--- config.mk ---
export PLATFORM = sky130hd
export DESIGN_NAME = shftreg_seq
export DESIGN_NICKNAME = d
export VERILOG_FILES = /design/src/rtl/shftreg_pkg.sv /design/src/rtl/shftreg_seq.sv
export SDC_FILE = /design/constraint.sdc
export NUM_CORES = 1
export LEC_CHECK = 0
export BUFFER_PORTS_ARGS = -buffer_cell sky130_fd_sc_hd__buf_2
export CORE_MARGIN = 1.5
export CORE_UTILIZATION = 40
export CTS_CLUSTER_SIZE = 12
export DETAILED_ROUTE_END_ITERATION = 16
export PLACE_DENSITY_LB_ADDON = 0.25
export SYNTH_ARGS = -nofsm -noshare
export SYNTH_HDL_FRONTEND = slang
export SYNTH_SLANG_ARGS = --single-unit
--- constraint.sdc ---
create_clock -name CLK -period 1.2 [get_ports CLK]
set_input_delay 0.18 -clock CLK [delete_from_list [all_inputs] [get_ports CLK]]
set_output_delay 0.18 -clock CLK [all_outputs]
set_load 0.02 [all_outputs]
--- src/rtl/shftreg_pkg.sv ---
// Shared encodings for the shift-register command sequencer.
// Op codes match the cmd_op field; states cover the sequencer FSM.
package shftreg_pkg;

    localparam int W = 4;

    typedef enum logic [1:0] {
        OP_LOAD = 2'b00,
        OP_SHR  = 2'b01,
        OP_SHL  = 2'b10,
        OP_CLR  = 2'b11
    } op_t;

    typedef enum logic [2:0] {
        RST_HOLD = 3'd0,
        IDLE     = 3'd1,
        LOAD     = 3'd2,
        SHIFT    = 3'd3,
        CLR      = 3'd4,
        RESP     = 3'd5
    } state_t;

endpackage

--- src/rtl/shftreg_seq.sv ---
// Command sequencer driving a falling-edge 4-bit shift register.
// Idle cycles reload the register from its own output to hold it.
module shftreg_seq #(
    parameter int W     = 4,
    parameter int CNT_W = 2
) (
    input  logic             CLK,
    input  logic             RST,
    input  logic             cmd_valid,
    output logic             cmd_ready,
    input  logic [1:0]       cmd_op,
    input  logic [W-1:0]     cmd_data,
    input  logic [CNT_W-1:0] cmd_count,
    output logic             rsp_valid,
    input  logic             rsp_ready,
    output logic [W-1:0]     rsp_data,
    input  logic [W-1:0]     D,
    output logic             LD,
    output logic             RL,
    output logic             InS,
    output logic [W-1:0]     InP,
    output logic             Clear
);
    import shftreg_pkg::*;

    state_t           r_state;
    logic [W-1:0]     r_sdata;
    logic [CNT_W-1:0] r_cnt;

    always_ff @(posedge CLK) begin
        if (RST) begin
            r_state   <= RST_HOLD;
            r_sdata   <= '0;
            r_cnt     <= '0;
            Clear     <= 1'b0;
            LD        <= 1'b1;
            RL        <= 1'b0;
            InS       <= 1'b0;
            InP       <= '0;
            cmd_ready <= 1'b0;
            rsp_valid <= 1'b0;
            rsp_data  <= '0;
        end else begin
            // Hold outputs: reload current contents unless a state overrides.
            LD    <= 1'b1;
            Clear <= 1'b1;
            RL    <= 1'b0;
            InS   <= 1'b0;
            InP   <= D;
            unique case (r_state)
                RST_HOLD: begin
                    cmd_ready <= 1'b1;
                    r_state   <= IDLE;
                end
                IDLE: begin
                    if (cmd_valid && cmd_ready) begin
                        cmd_ready <= 1'b0;
                        r_sdata   <= cmd_data >> 1;
                        r_cnt     <= cmd_count;
                        unique case (cmd_op)
                            OP_LOAD: begin
                                InP     <= cmd_data;
                                r_state <= LOAD;
                            end
                            OP_SHR, OP_SHL: begin
                                LD      <= 1'b0;
                                RL      <= (cmd_op == OP_SHL);
                                InS     <= cmd_data[0];
                                r_state <= SHIFT;
                            end
                            OP_CLR: begin
                                Clear   <= 1'b0;
                                r_state <= CLR;
                            end
                        endcase
                    end
                end
                LOAD, CLR: begin
                    rsp_data  <= D;
                    rsp_valid <= 1'b1;
                    r_state   <= RESP;
                end
                SHIFT: begin
                    if (r_cnt == '0) begin
                        rsp_data  <= D;
                        rsp_valid <= 1'b1;
                        r_state   <= RESP;
                    end else begin
                        LD      <= 1'b0;
                        RL      <= RL;
                        InS     <= r_sdata[0];
                        r_sdata <= r_sdata >> 1;
                        r_cnt   <= r_cnt - 1'b1;
                    end
                end
                RESP: begin
                    if (rsp_ready) begin
                        rsp_valid <= 1'b0;
                        cmd_ready <= 1'b1;
                        r_state   <= IDLE;
                    end
                end
                default: begin
                    rsp_valid <= 1'b0;
                    cmd_ready <= 1'b1;
                    r_state   <= IDLE;
                end
            endcase
        end
    end

endmodule

# After elaboration in Yosys (flattened, before gate mapping)

Index checks and enable logic that the tools add are counted.

Flip-flop bits (word level): 23
Input port bits: 16
Output and inout port bits: 14
Word-level logic and storage cells: 78

Add/sub/neg operators: 1
Equality and inequality tests: 12
Mux-type cells: 37
Bitwise gates (word level): 2
Reductions and logical operators: 15

Operator list:

| cell                 | count |
|---|---|
| $mux W4              | 6 |
| $mux W1              | 16 |
| $pmux W4 S2          | 2 |
| $pmux W3 S4          | 1 |
| $reduce_and A3 Y1    | 4 |
| $mux W3              | 3 |
| $pmux W3 S3          | 1 |
| $ne A2 B2 Y1 const B | 4 |
| $eq A3 B2 Y1 const B | 2 |
| $eq A3 B3 Y1 const B | 2 |
| $pmux W1 S2          | 3 |
| $reduce_or A2 Y1     | 3 |
| $eq A2 B2 Y1 const B | 2 |
| $logic_not A2 Y1     | 2 |
| $mux W2              | 2 |
| $pmux W1 S4          | 1 |
| $pmux W2 S2          | 1 |
| $reduce_bool A2 Y1   | 2 |
| $eq A3 B1 Y1 const B | 1 |
| $logic_not A3 Y1     | 1 |
| $pmux W1 S3          | 1 |
| $reduce_or A3 Y1     | 1 |
| $eq A2 B1 Y1 const B | 1 |
| $not A1 Y1           | 2 |
| 3 further kinds      | 3 |

# Logic depth before layout (Yosys ltp)

Gate-level depths: netlist of run 1.

Depth in word-level cells: 5
Gate-level depth with buffers: 6
Depth with buffers taken out: 6

# Worst setup path after synthesis of run 1

Ideal clock, no wire load.

Path kind: register -> register
Start: reg cmd_ready
End: reg InP[0]
Setup time: 128 ps
Data arrival time: 1,299 ps
Required time: 1,072 ps
Path slack: -227 ps
Cell stages (with the launch flop): 5
Buffers on the path: 0
Clock period less this slack: 1,427 ps
Path through: dfxtp_1 nand2_1 nor4_4 mux2i_1 nor2_1

Cells in the longest elaborated chain, start to end: 3

RTL lines:

| what                   | line              | source |
|---|---|---|
| start, declared        | shftreg_seq.sv:10 | `output logic cmd_ready,` |
| start signal, assigned | shftreg_seq.sv:40 | `cmd_ready <= 1'b0;` |
| start signal, assigned | shftreg_seq.sv:52 | `cmd_ready <= 1'b1;` |
| start signal, assigned | shftreg_seq.sv:57 | `cmd_ready <= 1'b0;` |
| $logic_and A1 B1 Y1    | shftreg_seq.sv:56 | `if (cmd_valid && cmd_ready) begin` |
| $mux W4                | shftreg_seq.sv:56 |  |
| $mux W4                | shftreg_seq.sv:50 | `unique case (r_state)` |
| end signal, assigned   | shftreg_seq.sv:62 | `InP <= cmd_data;` |
| end, declared          | shftreg_seq.sv:21 | `output logic [W-1:0] InP,` |

Every way passes these cells.
A chain may end at the register's enable or synchronous reset.

# Worst setup path after layout of run 1

Start: reg r_cnt[1]
End: reg rsp_data[0]

Cells in the longest elaborated chain, start to end: 3

RTL lines:

| what                        | line              | source |
|---|---|---|
| start, declared             | shftreg_seq.sv:28 | `logic [CNT_W-1:0] r_cnt;` |
| start signal, assigned      | shftreg_seq.sv:59 | `r_cnt <= cmd_count;` |
| start signal, assigned      | shftreg_seq.sv:93 | `r_cnt <= r_cnt - 1'b1;` |
| $logic_not A2 Y1            | shftreg_seq.sv:84 | `if (r_cnt == '0) begin` |
| $ne A2 B2 Y1 (no line)      | n/a               |  |
| $reduce_and A2 Y1 (no line) | n/a               |  |
| end signal, assigned        | shftreg_seq.sv:42 | `rsp_data <= '0;` |
| end signal, assigned        | shftreg_seq.sv:79 | `rsp_data <= D;` |
| end signal, assigned        | shftreg_seq.sv:85 | `rsp_data <= D;` |
| end, declared               | shftreg_seq.sv:16 | `output logic [W-1:0] rsp_data,` |

Every way passes these cells.

==> flow_summary.html, run 1 <==
<table>
<tr><th>Metric</th><th>Value</th></tr>
<tr><th colspan="2">Clocking</th></tr>
<tr><td># hold bufs at CTS</td><td>0</td></tr>
<tr><td>Total clock sinks</td><td>22</td></tr>
<tr><td>CTS tree</td><td>built</td></tr>
<tr><td>Buffer cell driving the clock tree root</td><td>sky130_fd_sc_hd__clkbuf_4</td></tr>
<tr><td>Number of buffers between clock root and the deepest sink</td><td>2</td></tr>
<tr><td>Clk slew on worst S/H paths</td><td>120 ps</td></tr>
<tr><td>Clock H-tree levels</td><td>1</td></tr>
<tr><td>Number of clock buffers inserted by TritonCTS</td><td>3</td></tr>
<tr><td>Clock latency at the later pin of the worst-skew pair</td><td>300 ps</td></tr>
<tr><th colspan="2">Logic synthesis</th></tr>
<tr><td>Async S/R FF share, synth</td><td>0%</td></tr>
<tr><td>Number of instances in the synthesized netlist</td><td>109</td></tr>
<tr><td>Count of warnings emitted by yosys</td><td>0</td></tr>
<tr><td>Ys flop type</td><td>sky130_fd_sc_hd__dfxtp_1</td></tr>
<tr><td>Cell accounting for the most synthesized area</td><td>sky130_fd_sc_hd__dfxtp_1</td></tr>
<tr><td>Post-synthesis net count</td><td>130</td></tr>
<tr><td>Post-Synthesis Cell Area</td><td>between 0.001 and 0.0015 mm²</td></tr>
<tr><td>Most common cell in the synthesized netlist</td><td>sky130_fd_sc_hd__dfxtp_1</td></tr>
<tr><td>Number of enable-type register cells in the synthesized netlist</td><td>0</td></tr>
<tr><td>Mean post-synth cell area</td><td>9.81 µm²</td></tr>
<tr><td>Area share of the largest cell type after synthesis</td><td>41.2%</td></tr>
<tr><td>Sequential-to-total area share from yosys stat</td><td>41.2%</td></tr>
<tr><td>Number of register bits inferred by synthesis</td><td>22</td></tr>
<tr><td>Top cells by count, synth</td><td>22 x sky130_fd_sc_hd__dfxtp_1, 16 x sky130_fd_sc_hd__nor2_1, 10 x sky130_fd_sc_hd__inv_1, 10 x sky130_fd_sc_hd__mux2i_1, 6 x sky130_fd_sc_hd__a21oi_1</td></tr>
<tr><td>Number of distinct library cell variants in the gate-level netlist after synthesis</td><td>33</td></tr>
<tr><td>Cells taking the most area after synthesis</td><td>sky130_fd_sc_hd__dfxtp_1 41%, sky130_fd_sc_hd__mux2i_1 9.4%, sky130_fd_sc_hd__ha_1 5.8%</td></tr>
<tr><th colspan="2">Power</th></tr>
<tr><td>Part of the power in the clock network</td><td>24.1%</td></tr>
<tr><td>Power spent charging and discharging nets</td><td>just over 0.5 mW</td></tr>
<tr><td>Total internal power</td><td>1.19 mW</td></tr>
<tr><td>Share of total power in sequential cells</td><td>48.2%</td></tr>
<tr><td>Power density over the cells</td><td>1130 mW/mm²</td></tr>
<tr><td>Switching part of the total power</td><td>29.9%</td></tr>
<tr><td>Combinational fraction of design power</td><td>27.8%</td></tr>
<tr><td>Overall Power</td><td>1.70 mW</td></tr>
<tr><td>Leak</td><td>0.700 nW</td></tr>
<tr><td>Maximum vdd drop</td><td>0.840 mV</td></tr>
<tr><th colspan="2">Global route</th></tr>
<tr><td>Global Route Usage Sum</td><td>between 15 and 20%</td></tr>
<tr><td>Number of global-route vias before repair</td><td>850</td></tr>
<tr><td>Wire length of the first global-routing pass</td><td>3750 µm</td></tr>
<tr><td>Gr ovfl total</td><td>0</td></tr>
<tr><td>Antenna violations before repair</td><td>0</td></tr>
<tr><td>Maximum number of pins on one net before global-route repair</td><td>23</td></tr>
<tr><th colspan="2">Critical path</th></tr>
<tr><td>Cells traversed along the worst timing path</td><td>inv_2, ha_4, nand2b_4, a31oi_4, mux2i_1, nor2_1</td></tr>
<tr><td>Critical path capture point type</td><td>flip-flop</td></tr>
<tr><td>Class of the most critical setup path</td><td>reg -&gt; reg</td></tr>
<tr><td>CP max stage delay</td><td>350 ps</td></tr>
<tr><td>Critical path startpoint</td><td>r_cnt[1]$_SDFFE_PP0P_</td></tr>
<tr><td>Highest net fanout along the worst path</td><td>4</td></tr>
<tr><td>Launch point of the worst reg-to-reg path</td><td>r_cnt[1]$_SDFFE_PP0P_</td></tr>
<tr><td>Type of origin of the critical path</td><td>flip-flop</td></tr>
<tr><td>Crit path arrival time</td><td>around 1500 ps</td></tr>
<tr><td>Required time of the critical path</td><td>1400 ps</td></tr>
<tr><td>Slowest CP cell</td><td>sky130_fd_sc_hd__dfxtp_2</td></tr>
<tr><th colspan="2">Final layout</th></tr>
<tr><td>Diode insertion count for antenna repair</td><td>0</td></tr>
<tr><td>Final cell count without fillers</td><td>188</td></tr>
<tr><td>Share of final-layout standard cells stronger than drive strength 1</td><td>51.9%</td></tr>
<tr><td>Total number of nets in the final design</td><td>180</td></tr>
<tr><td>P&amp;R area growth vs syn</td><td>41.2%</td></tr>
<tr><td>Layout filler cell count</td><td>222</td></tr>
<tr><th colspan="2">STA</th></tr>
<tr><td>Final worst clock skew</td><td>3.97 ps</td></tr>
<tr><td>Max-slew violation total from the final report</td><td>0</td></tr>
<tr><td>Final Hold Fails</td><td>0</td></tr>
<tr><td>Final critical-path share of the clock period</td><td>109%</td></tr>
<tr><td>Final worst path period need</td><td>between 1000 and 1500 ps</td></tr>
<tr><td>Fin Hold WS</td><td>114 ps</td></tr>
<tr><td>Worst slew margin relative to its limit</td><td>73.0%</td></tr>
<tr><td>Max Clk Rate</td><td>0.764 GHz</td></tr>
<tr><td>Tightest Pin Transition</td><td>just over 400 ps</td></tr>
<tr><td>Final setup margin</td><td>-110 ps</td></tr>
<tr><td>Total of endpoints with negative setup slack in the final report</td><td>15</td></tr>
<tr><td>RSZ-0062 raised after global routing</td><td>yes</td></tr>
<tr><th colspan="2">Floorplan</th></tr>
<tr><td>Die X-Extent</td><td>between 50 and 60 µm</td></tr>
<tr><td>Initial Util</td><td>42.8%</td></tr>
<tr><td>Full die area</td><td>0.00299 mm²</td></tr>
<tr><td>Number of standard-cell rows in the floorplan</td><td>18</td></tr>
<tr><td>Height of the die</td><td>54.7 µm</td></tr>
<tr><td>Number of top-level pins</td><td>30</td></tr>
<tr><td>Core Region</td><td>0.00250 mm²</td></tr>
<tr><th colspan="2">Detailed routing</th></tr>
<tr><td>Post-detailed-route via-to-cell ratio</td><td>4.95</td></tr>
<tr><td>Post-DRT Antenna Nets</td><td>0</td></tr>
<tr><td>Vias after detailed routing</td><td>930</td></tr>
<tr><td>Count of unresolved DRC violations after routing</td><td>0</td></tr>
<tr><td>Initial DRT Pass Iterations</td><td>4</td></tr>
<tr><td>Initial DRC count</td><td>9</td></tr>
<tr><td>Total wirelength of the detailed-routed design</td><td>2400 µm</td></tr>
<tr><td>Drt wl/cell</td><td>~13 µm</td></tr>
<tr><th colspan="2">Place</th></tr>
<tr><td>Number of port buffers</td><td>29</td></tr>
<tr><td>Instance count after placement with tap cells included</td><td>181</td></tr>
<tr><td>Pre-CTS setup slack</td><td>-231 ps</td></tr>
<tr><td>Detail Placement HPWL</td><td>1780 µm</td></tr>
<tr><td>Last weighted congestion value of the routability-driven placer</td><td>0.745</td></tr>
<tr><th colspan="2">Job</th></tr>
<tr><td>MaxCap Viol Count</td><td>0</td></tr>
<tr><th colspan="2">Hold path</th></tr>
<tr><td>Path type of the worst min-delay path</td><td>in -&gt; reg</td></tr>
<tr><td>Start point of the worst min-delay path</td><td>cmd_data[3]</td></tr>
<tr><th colspan="2">Run status</th></tr>
<tr><td>Violations in the final reports</td><td>setup timing</td></tr>
<tr><td>Status</td><td>complete, but fails checks</td></tr>
</table>
path summary, 6_finish.rpt:
| kind | endpoint | slack, ps | depth (start not counted) |
|---|---|---|---|
| worst max register to register | rsp_data[0]$_SDFFE_PP0P_ | -110 | 6 |
| worst min register to register | cmd_ready$_SDFFE_PP0P_ | 510 | 2 |
| worst min-delay path | r_sdata[2]$_SDFFE_PP0P_ | 110 | 3 |
| worst max-delay path | rsp_data[0]$_SDFFE_PP0P_ | -110 | 6 |
per-layer routing:
metal / global-route usage, % / vias up / part of all wire, %
met5: 0 / - / 0
met4: 6.25 / 0 / 0.54
met3: 3.28 / 2 / 2.9
met2: 29.6 / 21 / 51
met1: 22.4 / 431 / 46
li1: - / 476 / -
flip-flops by register name (all words and copies together) (netlist names):
name       flops
LD             1
InP            4
InS            1
rsp_data       4
Clear          1
cmd_ready      1
RL             1
r_state        3
rsp_valid      1
r_sdata        3
r_cnt          2
through the flow:
step	utilization, %	setup TNS, ps	area, µm²
floorplan	-	-1400	1080
finish	60.4	-1090	1510
global placement	54.5	-2020	1360
global route	60.4	-2470	1510
CTS	58.6	-1410	1460
detailed placement	54.5	-2810	1360
logic make-up (layout without fill, tap and decap cells):
family,after synthesis,in the layout,synth area share (%)
buf+inv,14,63,6.32
simple gates,32,32,16.8
mux,10,10,9.36
compound gates,26,26,20.5
flops,22,22,41.2
fa+ha+maj,5,5,5.85
worst max-delay path, delay by kind of cell, from the launching register on:
family	cells	cell delay (ps)
adder cells (fa/ha/maj)	1	150
multiplexers	1	240
flip-flops	1	350
AO/OA/AOI/OAI	1	230
buffers and inverters	1	40
AND/OR/NAND/NOR	2	190
area by class of cell:
cell class              instances  area (µm²)  area share, %
multi-input cells              73         629           41.7
well taps                      30        37.5           2.49
flip-flops and latches         22         450           29.8
inverters                      10        37.5           2.49
repair buffers                 49         319           21.1
clock buffers                   4        36.3           2.40
cell usage in the layout, fill, tap and decap left out, types with 2 or more instances in the layout:
| master | count |
|---|---|
| sky130_fd_sc_hd__ha_1 | 4 |
| sky130_fd_sc_hd__buf_4 | 16 |
| sky130_fd_sc_hd__a211oi_1 | 5 |
| sky130_fd_sc_hd__nor2_2 | 4 |
| sky130_fd_sc_hd__dfxtp_1 | 16 |
| sky130_fd_sc_hd__o21ai_0 | 2 |
| sky130_fd_sc_hd__buf_2 | 29 |
| sky130_fd_sc_hd__nand2_1 | 3 |
| sky130_fd_sc_hd__inv_2 | 2 |
| sky130_fd_sc_hd__a21oi_2 | 2 |
| sky130_fd_sc_hd__clkbuf_4 | 3 |
| sky130_fd_sc_hd__nand2b_4 | 3 |
| sky130_fd_sc_hd__mux2i_1 | 10 |
| sky130_fd_sc_hd__inv_1 | 8 |
| sky130_fd_sc_hd__dfxtp_2 | 5 |
| sky130_fd_sc_hd__buf_6 | 3 |
| sky130_fd_sc_hd__nor2_1 | 12 |
| sky130_fd_sc_hd__a21oi_1 | 6 |
power groups by stage:
| stage | clock (mW) | combinational (mW) | sequential (mW) |
|---|---|---|---|
| 6_report | 0.409 | 0.473 | 0.820 |
| 5_1_grt | 0.464 | 0.514 | 0.827 |
| 4_1_cts | 0.424 | 0.461 | 0.820 |
| 3_5_place_dp | 0 | 0.425 | 0.835 |
| 3_3_place_gp | 0 | 0.415 | 0.833 |
| 2_1_floorplan | 0 | 0.240 | 0.870 |
repair_timing:
item / in CTS / in global routing
buffers inserted: 1 / 3
hold endpoints to repair: 0 / 0
setup endpoints to repair: 17 / 17
resized for setup: 20 / 4
pin swaps: 9 / 7
Power figures use the tool's default switching activity.
==> run 2: changes to the inputs <==
==> constraint.sdc (replaced) <==
create_clock -name CLK -period 1.2 [get_ports CLK]
set_input_delay 0.36 -clock CLK [delete_from_list [all_inputs] [get_ports CLK]]
set_output_delay 0.36 -clock CLK [all_outputs]
set_load 0.02 [all_outputs]
==> run 2 against run 1 <==
  * Fmax down 0.29%
  * Clock-buffer cell count fell by 1
  * Largest power group unchanged
  * Cell area increased by 7.0%
  * The flow still finishes with violations (setup timing)
  * Wire length up 9.8%
  * Worst setup slack got worse by 3.8 ps
==> flow_summary.html, run 2 (synthesis results as in run 1) <==
<table>
<tr><th>Metric</th><th>Value</th></tr>
<tr><th colspan="2">Final layout</th></tr>
<tr><td>Leading cell type in the layout, fill and taps excluded</td><td>sky130_fd_sc_hd__buf_4</td></tr>
<tr><td>Flip-flop and latch area</td><td>462 µm²</td></tr>
<tr><td>Total number of nets in the final design</td><td>182</td></tr>
<tr><td>Cell area after layout</td><td>0.00162 mm²</td></tr>
<tr><td>Area occupied by multi-input gates</td><td>662 µm²</td></tr>
<tr><td>Diode insertion count for antenna repair</td><td>0</td></tr>
<tr><td>P&amp;R area growth vs syn</td><td>51.1%</td></tr>
<tr><td>Layout filler cell count</td><td>about 200</td></tr>
<tr><td>Share of final-layout standard cells stronger than drive strength 1</td><td>58.8%</td></tr>
<tr><td>Highest-count cells in the layout ignoring fill and taps</td><td>24 x sky130_fd_sc_hd__buf_4, 21 x sky130_fd_sc_hd__buf_2, 13 x sky130_fd_sc_hd__nor2_1</td></tr>
<tr><td>Biggest registers after layout</td><td>InP (4), rsp_data (4)</td></tr>
<tr><th colspan="2">Global route</th></tr>
<tr><td>Routing usage on met2</td><td>35.1%</td></tr>
<tr><td>Antenna violations before repair</td><td>0</td></tr>
<tr><td>Maximum number of pins on one net before global-route repair</td><td>23</td></tr>
<tr><td>Global Route Usage Sum</td><td>20.0%</td></tr>
<tr><td>Global Route met3 Usage</td><td>4.10%</td></tr>
<tr><td>Met1 capacity usage during global routing</td><td>24.4%</td></tr>
<tr><td>Wire length of the first global-routing pass</td><td>4210 µm</td></tr>
<tr><td>Most congested layer reported by global routing</td><td>met2</td></tr>
<tr><td>Gr ovfl total</td><td>0</td></tr>
<tr><td>Number of global-route vias before repair</td><td>between 900 and 1000</td></tr>
<tr><th colspan="2">Place</th></tr>
<tr><td>Last weighted congestion value of the routability-driven placer</td><td>0.725</td></tr>
<tr><td>Instance area after placement</td><td>0.00137 mm²</td></tr>
<tr><td>Detail Placement HPWL</td><td>1800 µm</td></tr>
<tr><td>Number of port buffers</td><td>29</td></tr>
<tr><th colspan="2">Critical path</th></tr>
<tr><td>Register-to-register path setup slack</td><td>-110 ps</td></tr>
<tr><td>Critical path capture point type</td><td>flip-flop</td></tr>
<tr><td>Class of the most critical setup path</td><td>reg -&gt; reg</td></tr>
<tr><td>Required time of the critical path</td><td>1400 ps</td></tr>
<tr><td>Crit path arrival time</td><td>1510 ps</td></tr>
<tr><td>Type of origin of the critical path</td><td>flip-flop</td></tr>
<tr><td>Highest net fanout along the worst path</td><td>4</td></tr>
<tr><th colspan="2">Detailed routing</th></tr>
<tr><td>Vias after detailed routing</td><td>969</td></tr>
<tr><td>Post-detailed-route via-to-cell ratio</td><td>5.10</td></tr>
<tr><td>Drt wl/cell</td><td>13.9 µm</td></tr>
<tr><td>Total wirelength of the detailed-routed design</td><td>2640 µm</td></tr>
<tr><td>Post-DRT Antenna Nets</td><td>0</td></tr>
<tr><td>Initial DRC count</td><td>14</td></tr>
<tr><td>Count of unresolved DRC violations after routing</td><td>0</td></tr>
<tr><td>Initial DRT Pass Iterations</td><td>4</td></tr>
<tr><th colspan="2">Power</th></tr>
<tr><td>Power density over the cells</td><td>1210 mW/mm²</td></tr>
<tr><td>Maximum vdd drop</td><td>0.901 mV</td></tr>
<tr><td>Leak</td><td>around 0.72 nW</td></tr>
<tr><th colspan="2">Clocking</th></tr>
<tr><td>Total clock sinks</td><td>22</td></tr>
<tr><td>Number of buffers between clock root and the deepest sink</td><td>2</td></tr>
<tr><td>CTS tree</td><td>built</td></tr>
<tr><td>Buffer cell driving the clock tree root</td><td>sky130_fd_sc_hd__clkbuf_4</td></tr>
<tr><td>Number of clock buffers inserted by TritonCTS</td><td>3</td></tr>
<tr><td>Clock H-tree levels</td><td>1</td></tr>
<tr><td>Clk slew on worst S/H paths</td><td>130 ps</td></tr>
<tr><td>Clock latency at the later pin of the worst-skew pair</td><td>310 ps</td></tr>
<tr><th colspan="2">Run status</th></tr>
<tr><td>Status</td><td>complete, but fails checks</td></tr>
<tr><td>Violations in the final reports</td><td>setup timing</td></tr>
<tr><th colspan="2">Floorplan</th></tr>
<tr><td>Core Region</td><td>0.00250 mm²</td></tr>
<tr><td>Number of top-level pins</td><td>30</td></tr>
<tr><td>Full die area</td><td>0.00299 mm²</td></tr>
<tr><td>Initial Util</td><td>42.8%</td></tr>
<tr><td>Number of standard-cell rows in the floorplan</td><td>18</td></tr>
<tr><td>Die X-Extent</td><td>between 50 and 60 µm</td></tr>
<tr><td>Height of the die</td><td>54.7 µm</td></tr>
<tr><th colspan="2">Hold path</th></tr>
<tr><td>Path type of the worst min-delay path</td><td>in -&gt; reg</td></tr>
<tr><th colspan="2">STA</th></tr>
<tr><td>Final critical-path share of the clock period</td><td>109%</td></tr>
<tr><td>Total of endpoints with negative setup slack in the final report</td><td>18</td></tr>
<tr><td>Tightest Pin Transition</td><td>between 400 and 500 ps</td></tr>
<tr><td>Final worst path period need</td><td>1310 ps</td></tr>
<tr><td>Final worst clock skew</td><td>approximately 1.6 ps</td></tr>
<tr><td>Max Clk Rate</td><td>0.761 GHz</td></tr>
<tr><td>Final setup margin</td><td>-113 ps</td></tr>
<tr><td>Worst slew margin relative to its limit</td><td>~70%</td></tr>
<tr><td>TNS Setup</td><td>-1170 ps</td></tr>
<tr><td>Max-slew violation total from the final report</td><td>0</td></tr>
<tr><td>RSZ-0062 raised after global routing</td><td>yes</td></tr>
<tr><td>Final Hold Fails</td><td>0</td></tr>
<tr><th colspan="2">Job</th></tr>
<tr><td>MaxCap Viol Count</td><td>0</td></tr>
</table>
==> run 2: cell count changes in the layout (fill, tap and decap cells not counted), sizes merged <==
cell	change
buf	+2
bufinv	+1
clkbuf	-1
==> run 2: repair_timing <==
item,CTS,global route
endpoints found under the setup margin,18,29
pin swaps,9,6
hold buffers,0,0
gates resized for setup,27,18
endpoints found under the hold margin,0,0
setup buffers,5,2
==> run 2: path summary, 6_finish.rpt <==
| kind | startpoint | end | depth (start not counted) |
|---|---|---|---|
| setup / recovery | r_cnt[0]$_SDFFE_PP0P_ | rsp_data[1]$_SDFFE_PP0P_ | 6 |
| setup reg to reg | r_cnt[0]$_SDFFE_PP0P_ | rsp_data[1]$_SDFFE_PP0P_ | 6 |
| hold reg to reg | rsp_data[3]$_SDFFE_PP0P_ | rsp_data[3]$_SDFFE_PP0P_ | 2 |
| hold / removal | D[3] | rsp_data[3]$_SDFFE_PP0P_ | 3 |
==> run 2: final cells by class <==
type                       count  share of cell area, %
multi-input combinational     73                   40.9
sequential                    22                   28.6
timing repair buffer          51                   22.6
inverter                      10                   2.32
tap                           30                   2.32
clock inverter                 1                   1.86
clock buffer                   3                   1.39
==> run 2: worst max-delay path, cell delays in order (launching register included) <==
cell and delay, ps:
sky130_fd_sc_hd__dfxtp_2 350, sky130_fd_sc_hd__inv_2 50, sky130_fd_sc_hd__ha_4 160, sky130_fd_sc_hd__nand2b_4 140, sky130_fd_sc_hd__a31oi_4 230, sky130_fd_sc_hd__mux2i_1 230
sky130_fd_sc_hd__nor2_1 50
==> run 2: per-layer routing <==
| metal | vias to the layer above | share of wire (%) | wire [µm] |
|---|---|---|---|
| met4 | 0 | 1.0 | 27 |
| met2 | 29 | 50 | 1320 |
| met5 | - | 0 | 0 |
| met1 | 455 | 44 | 1170 |
| met3 | 4 | 4.8 | 126 |
| li1 | 481 | - | - |
==> run 2: power by group <==
part / total, mW / internal (mW) / switching [mW] / leakage, nW
Combinational: 0.549 / 0.277 / 0.273 / 0.505
Clock: 0.576 / 0.337 / 0.238 / 0.0279
Sequential: 0.825 / 0.785 / 0.0393 / 0.186
Total: 1.95 / 1.40 / 0.550 / 0.718
==> run 2: per-stage QoR <==
stage / hold WS [ps] / util [%] / worst slack, ps / instances / total power [mW]
after global routing: 300 / 64.7 / -191 / 190 / 2.04
after CTS: 283 / 62.2 / -150 / 188 / 1.91
after global placement: 470 / 54.7 / -281 / 180 / 1.25
after detailed placement: 483 / 54.7 / -284 / 180 / 1.26
final: 289 / 64.7 / -113 / 190 / 1.95
after floorplan: 429 / - / -134 / 109 / 1.11
==> run 3: changes to the inputs <==
--- a/config.mk
+++ b/config.mk
@@ -5,6 +5,7 @@
 export SDC_FILE = /design/constraint.sdc
 export NUM_CORES = 1
 export LEC_CHECK = 0
+export ABC_AREA = 1
 export BUFFER_PORTS_ARGS = -buffer_cell sky130_fd_sc_hd__buf_2
 export CORE_MARGIN = 1.5
 export CORE_UTILIZATION = 40
==> run 3 against run 2 <==
  * The run still ends with setup timing left
  * Die area is 1.7% higher
  * Synthesized cell count is 47% higher
  * Sequential power is 36% higher
  * First-iteration DRC count rose to 2.6 times the previous value
  * Sequential share of layout area increased by 0.36 points
  * Critical path depth increased by 1
  * Power rose by 81%
  * Cell count is 23% higher
  * Combinational power grew to 3.3 times the previous value
  * Hold slack got worse by 21 ps
  * Non-clock buffer count is 9 lower
  * Highest routed layer unchanged
==> flow_summary.html, run 3 <==
<table>
<tr><th>Metric</th><th>Value</th></tr>
<tr><th colspan="2">Floorplan</th></tr>
<tr><td>Height of the die</td><td>55.2 µm</td></tr>
<tr><td>Core Region</td><td>0.00252 mm²</td></tr>
<tr><td>Die X-Extent</td><td>55.2 µm</td></tr>
<tr><td>Initial Util</td><td>43.2%</td></tr>
<tr><td>Number of top-level pins</td><td>30</td></tr>
<tr><td>Number of standard-cell rows in the floorplan</td><td>18</td></tr>
<tr><td>Full die area</td><td>0.00304 mm²</td></tr>
<tr><th colspan="2">Global route</th></tr>
<tr><td>Gr ovfl total</td><td>0</td></tr>
<tr><td>Antenna violations before repair</td><td>0</td></tr>
<tr><td>Global Route Usage Sum</td><td>18.7%</td></tr>
<tr><td>Number of global-route vias before repair</td><td>1004</td></tr>
<tr><td>Maximum number of pins on one net before global-route repair</td><td>17</td></tr>
<tr><td>Wire length of the first global-routing pass</td><td>4110 µm</td></tr>
<tr><th colspan="2">Job</th></tr>
<tr><td>MaxCap Viol Count</td><td>0</td></tr>
<tr><th colspan="2">Critical path</th></tr>
<tr><td>Required time of the critical path</td><td>around 1500 ps</td></tr>
<tr><td>Critical path startpoint</td><td>r_state[0]$_SDFFE_PP0P_</td></tr>
<tr><td>Launch point of the worst reg-to-reg path</td><td>r_state[0]$_SDFFE_PP0P_</td></tr>
<tr><td>Cell depth of the worst flop-to-flop path</td><td>7</td></tr>
<tr><td>Register-to-register path setup slack</td><td>-30 ps</td></tr>
<tr><td>Type of origin of the critical path</td><td>flip-flop</td></tr>
<tr><td>Critical path capture point type</td><td>flip-flop</td></tr>
<tr><td>Highest net fanout along the worst path</td><td>5</td></tr>
<tr><td>Class of the most critical setup path</td><td>reg -&gt; reg</td></tr>
<tr><td>Crit path arrival time</td><td>around 1500 ps</td></tr>
<tr><th colspan="2">STA</th></tr>
<tr><td>Total of endpoints with negative setup slack in the final report</td><td>3</td></tr>
<tr><td>Final worst path period need</td><td>roughly 1200 ps</td></tr>
<tr><td>Max Clk Rate</td><td>0.815 GHz</td></tr>
<tr><td>Max-slew violation total from the final report</td><td>0</td></tr>
<tr><td>Final critical-path share of the clock period</td><td>102%</td></tr>
<tr><td>Worst slew margin relative to its limit</td><td>65.3%</td></tr>
<tr><td>Final setup margin</td><td>-26.7 ps</td></tr>
<tr><td>Tightest Pin Transition</td><td>~520 ps</td></tr>
<tr><td>RSZ-0062 raised after global routing</td><td>yes</td></tr>
<tr><td>Final Hold Fails</td><td>0</td></tr>
<tr><td>TNS Setup</td><td>-32.5 ps</td></tr>
<tr><td>Final worst clock skew</td><td>2.93 ps</td></tr>
<tr><th colspan="2">Detailed routing</th></tr>
<tr><td>Total wirelength of the detailed-routed design</td><td>3070 µm</td></tr>
<tr><td>Post-detailed-route via-to-cell ratio</td><td>about 5.1</td></tr>
<tr><td>Count of unresolved DRC violations after routing</td><td>0</td></tr>
<tr><td>Vias after detailed routing</td><td>1179</td></tr>
<tr><td>Post-DRT Antenna Nets</td><td>0</td></tr>
<tr><td>Initial DRT Pass Iterations</td><td>5</td></tr>
<tr><td>Drt wl/cell</td><td>13.2 µm</td></tr>
<tr><td>Initial DRC count</td><td>37</td></tr>
<tr><th colspan="2">Logic synthesis</th></tr>
<tr><td>Most common cell in the synthesized netlist</td><td>sky130_fd_sc_hd__nand2_1</td></tr>
<tr><td>Sequential-to-total area share from yosys stat</td><td>40.5%</td></tr>
<tr><td>Number of instances in the synthesized netlist</td><td>between 150 and 200</td></tr>
<tr><td>Count of warnings emitted by yosys</td><td>0</td></tr>
<tr><td>Mean post-synth cell area</td><td>6.80 µm²</td></tr>
<tr><td>Number of distinct library cell variants in the gate-level netlist after synthesis</td><td>18</td></tr>
<tr><td>Cell accounting for the most synthesized area</td><td>sky130_fd_sc_hd__dfxtp_1</td></tr>
<tr><td>Number of enable-type register cells in the synthesized netlist</td><td>0</td></tr>
<tr><td>Post-synthesis net count</td><td>roughly 180</td></tr>
<tr><td>Top cells by count, synth</td><td>39 x sky130_fd_sc_hd__nand2_1, 34 x sky130_fd_sc_hd__nor2_1, 22 x sky130_fd_sc_hd__dfxtp_1</td></tr>
<tr><td>Post-Synthesis Cell Area</td><td>0.00109 mm²</td></tr>
<tr><td>Area share of the largest cell type after synthesis</td><td>40.5%</td></tr>
<tr><td>Ys flop type</td><td>sky130_fd_sc_hd__dfxtp_1</td></tr>
<tr><td>Async S/R FF share, synth</td><td>0%</td></tr>
<tr><td>Cells taking the most area after synthesis</td><td>sky130_fd_sc_hd__dfxtp_1 40%, sky130_fd_sc_hd__nand2_1 13%, sky130_fd_sc_hd__nor2_1 12%</td></tr>
<tr><td>Number of register bits inferred by synthesis</td><td>22</td></tr>
<tr><th colspan="2">Final layout</th></tr>
<tr><td>Diode insertion count for antenna repair</td><td>0</td></tr>
<tr><td>Cell area after layout</td><td>0.00159 mm²</td></tr>
<tr><td>Leading cell type in the layout, fill and taps excluded</td><td>sky130_fd_sc_hd__nand2_1</td></tr>
<tr><td>Highest-count cells in the layout ignoring fill and taps</td><td>35 x sky130_fd_sc_hd__nand2_1, 28 x sky130_fd_sc_hd__nor2_1, 17 x sky130_fd_sc_hd__buf_2, 17 x sky130_fd_sc_hd__buf_4, 15 x sky130_fd_sc_hd__inv_1</td></tr>
<tr><td>Share of final-layout standard cells stronger than drive strength 1</td><td>approximately 42%</td></tr>
<tr><td>Layout filler cell count</td><td>222</td></tr>
<tr><td>P&amp;R area growth vs syn</td><td>45.9%</td></tr>
<tr><td>Biggest registers after layout</td><td>InP (4), rsp_data (4)</td></tr>
<tr><td>Total number of nets in the final design</td><td>225</td></tr>
<tr><th colspan="2">Power</th></tr>
<tr><td>Power spent charging and discharging nets</td><td>between 1 and 1.5 mW</td></tr>
<tr><td>Total internal power</td><td>~2.1 mW</td></tr>
<tr><td>Share of total power in sequential cells</td><td>31.8%</td></tr>
<tr><td>Power density over the cells</td><td>2220 mW/mm²</td></tr>
<tr><td>Switching part of the total power</td><td>41.4%</td></tr>
<tr><td>Maximum vdd drop</td><td>1.12 mV</td></tr>
<tr><td>Combinational fraction of design power</td><td>between 50% and 60%</td></tr>
<tr><td>Leak</td><td>0.848 nW</td></tr>
<tr><td>Part of the power in the clock network</td><td>roughly 17%</td></tr>
<tr><th colspan="2">Clocking</th></tr>
<tr><td>Clk slew on worst S/H paths</td><td>approximately 130 ps</td></tr>
<tr><td>CTS tree</td><td>built</td></tr>
<tr><td>Number of clock buffers inserted by TritonCTS</td><td>3</td></tr>
<tr><td>Buffer cell driving the clock tree root</td><td>sky130_fd_sc_hd__clkbuf_4</td></tr>
<tr><td>Total clock sinks</td><td>22</td></tr>
<tr><td>Clock H-tree levels</td><td>1</td></tr>
<tr><td># hold bufs at CTS</td><td>0</td></tr>
<tr><td>Number of buffers between clock root and the deepest sink</td><td>2</td></tr>
<tr><td>Clock latency at the later pin of the worst-skew pair</td><td>320 ps</td></tr>
<tr><th colspan="2">Place</th></tr>
<tr><td>Instance area after placement</td><td>approximately 0.0013 mm²</td></tr>
<tr><td>Pre-CTS setup slack</td><td>-41.4 ps</td></tr>
<tr><td>Number of port buffers</td><td>29</td></tr>
<tr><td>Detail Placement HPWL</td><td>~1900 µm</td></tr>
<tr><td>Last weighted congestion value of the routability-driven placer</td><td>0.907</td></tr>
<tr><th colspan="2">Run status</th></tr>
<tr><td>Status</td><td>complete, but fails checks</td></tr>
<tr><td>Violations in the final reports</td><td>setup timing</td></tr>
<tr><th colspan="2">Hold path</th></tr>
<tr><td>Path type of the worst min-delay path</td><td>in -&gt; reg</td></tr>
<tr><td>Count of cells along the worst hold path</td><td>3</td></tr>
<tr><td>Start point of the worst min-delay path</td><td>cmd_data[1]</td></tr>
</table>
## run 3: changes by cell type after synthesis, sizes merged, moves of 2 or more
cell and delta:
nand2 +38, a21oi -3, a211oi -5, nand2b -4, nor2 +21, mux2i -10
nand3 +14, nor3 -2, o21ai +3, inv +11, a22oi -2
## run 3: cells by family after synthesis
logic type	after synthesis	share of synthesized area (%)
adders and majority gates	5	5.75
DFF	22	40.5
AOI/OAI and AO/OA	12	5.98
and+or+nand+nor	97	38.5
buffers and inverters	24	9.31
## run 3: what timing repair did
action	in CTS	in global routing
buffers inserted	0	4
gates resized for setup	19	45
pin swaps	0	9
cloned	0	1
setup endpoints to repair	23	31
## run 3: path summary, 6_finish.rpt
kind / end
setup / recovery: rsp_data[3]$_SDFFE_PP0P_
hold / removal: InP[1]$_SDFF_PP0_
hold reg to reg: cmd_ready$_SDFFE_PP0P_
setup reg to reg: rsp_data[3]$_SDFFE_PP0P_
## run 3: final cells by class
class	count	area [µm²]	area share [%]
flip-flops and latches	22	459	28.9
inverters	21	81.3	5.12
repair buffers	42	320	20.2
clock inverters	1	30.0	1.89
multi-input cells	114	637	40.1
well taps	30	37.5	2.36
clock buffers	3	22.5	1.42
## run 3: per-stage QoR
step                util [%]  instances  hold WS (ps)  power, mW
finish                  62.9        233           267       3.53
global placement        51.9        224           448       2.31
floorplan                  -        160           439       1.94
CTS                     55.6        228           274       3.07
detailed placement      51.9        224           448       2.35
global route            62.9        233           296       3.74
## run 3: metal layers
layer	vias up	global-route usage, %	share of wire [%]	wire length, µm
met1	557	22.3	42	1310
li1	579	-	-	-
met5	-	0	0	0
met3	6	2.69	5.0	153
met4	0	6.50	1.4	44
met2	37	33.9	51	1570
## run 3: critical path, cell delays in order (launching register included)
cell and delay [ps]:
sky130_fd_sc_hd__dfxtp_4 390, sky130_fd_sc_hd__buf_4 120, sky130_fd_sc_hd__nor2_4 30, sky130_fd_sc_hd__o21ai_4 240, sky130_fd_sc_hd__inv_2 110, sky130_fd_sc_hd__nand3_1 90
sky130_fd_sc_hd__nand2_1 70, sky130_fd_sc_hd__nor2_1 110
## run 3: power groups by stage
stage | Combinational (mW) | Sequential [mW] | Clock (mW)
after floorplan | 0.742 | 1.20 | 0
after global placement | 1.27 | 1.05 | 0
after detailed placement | 1.29 | 1.06 | 0
after CTS | 1.39 | 1.08 | 0.604
after global routing | 1.98 | 1.14 | 0.616
final | 1.81 | 1.12 | 0.593
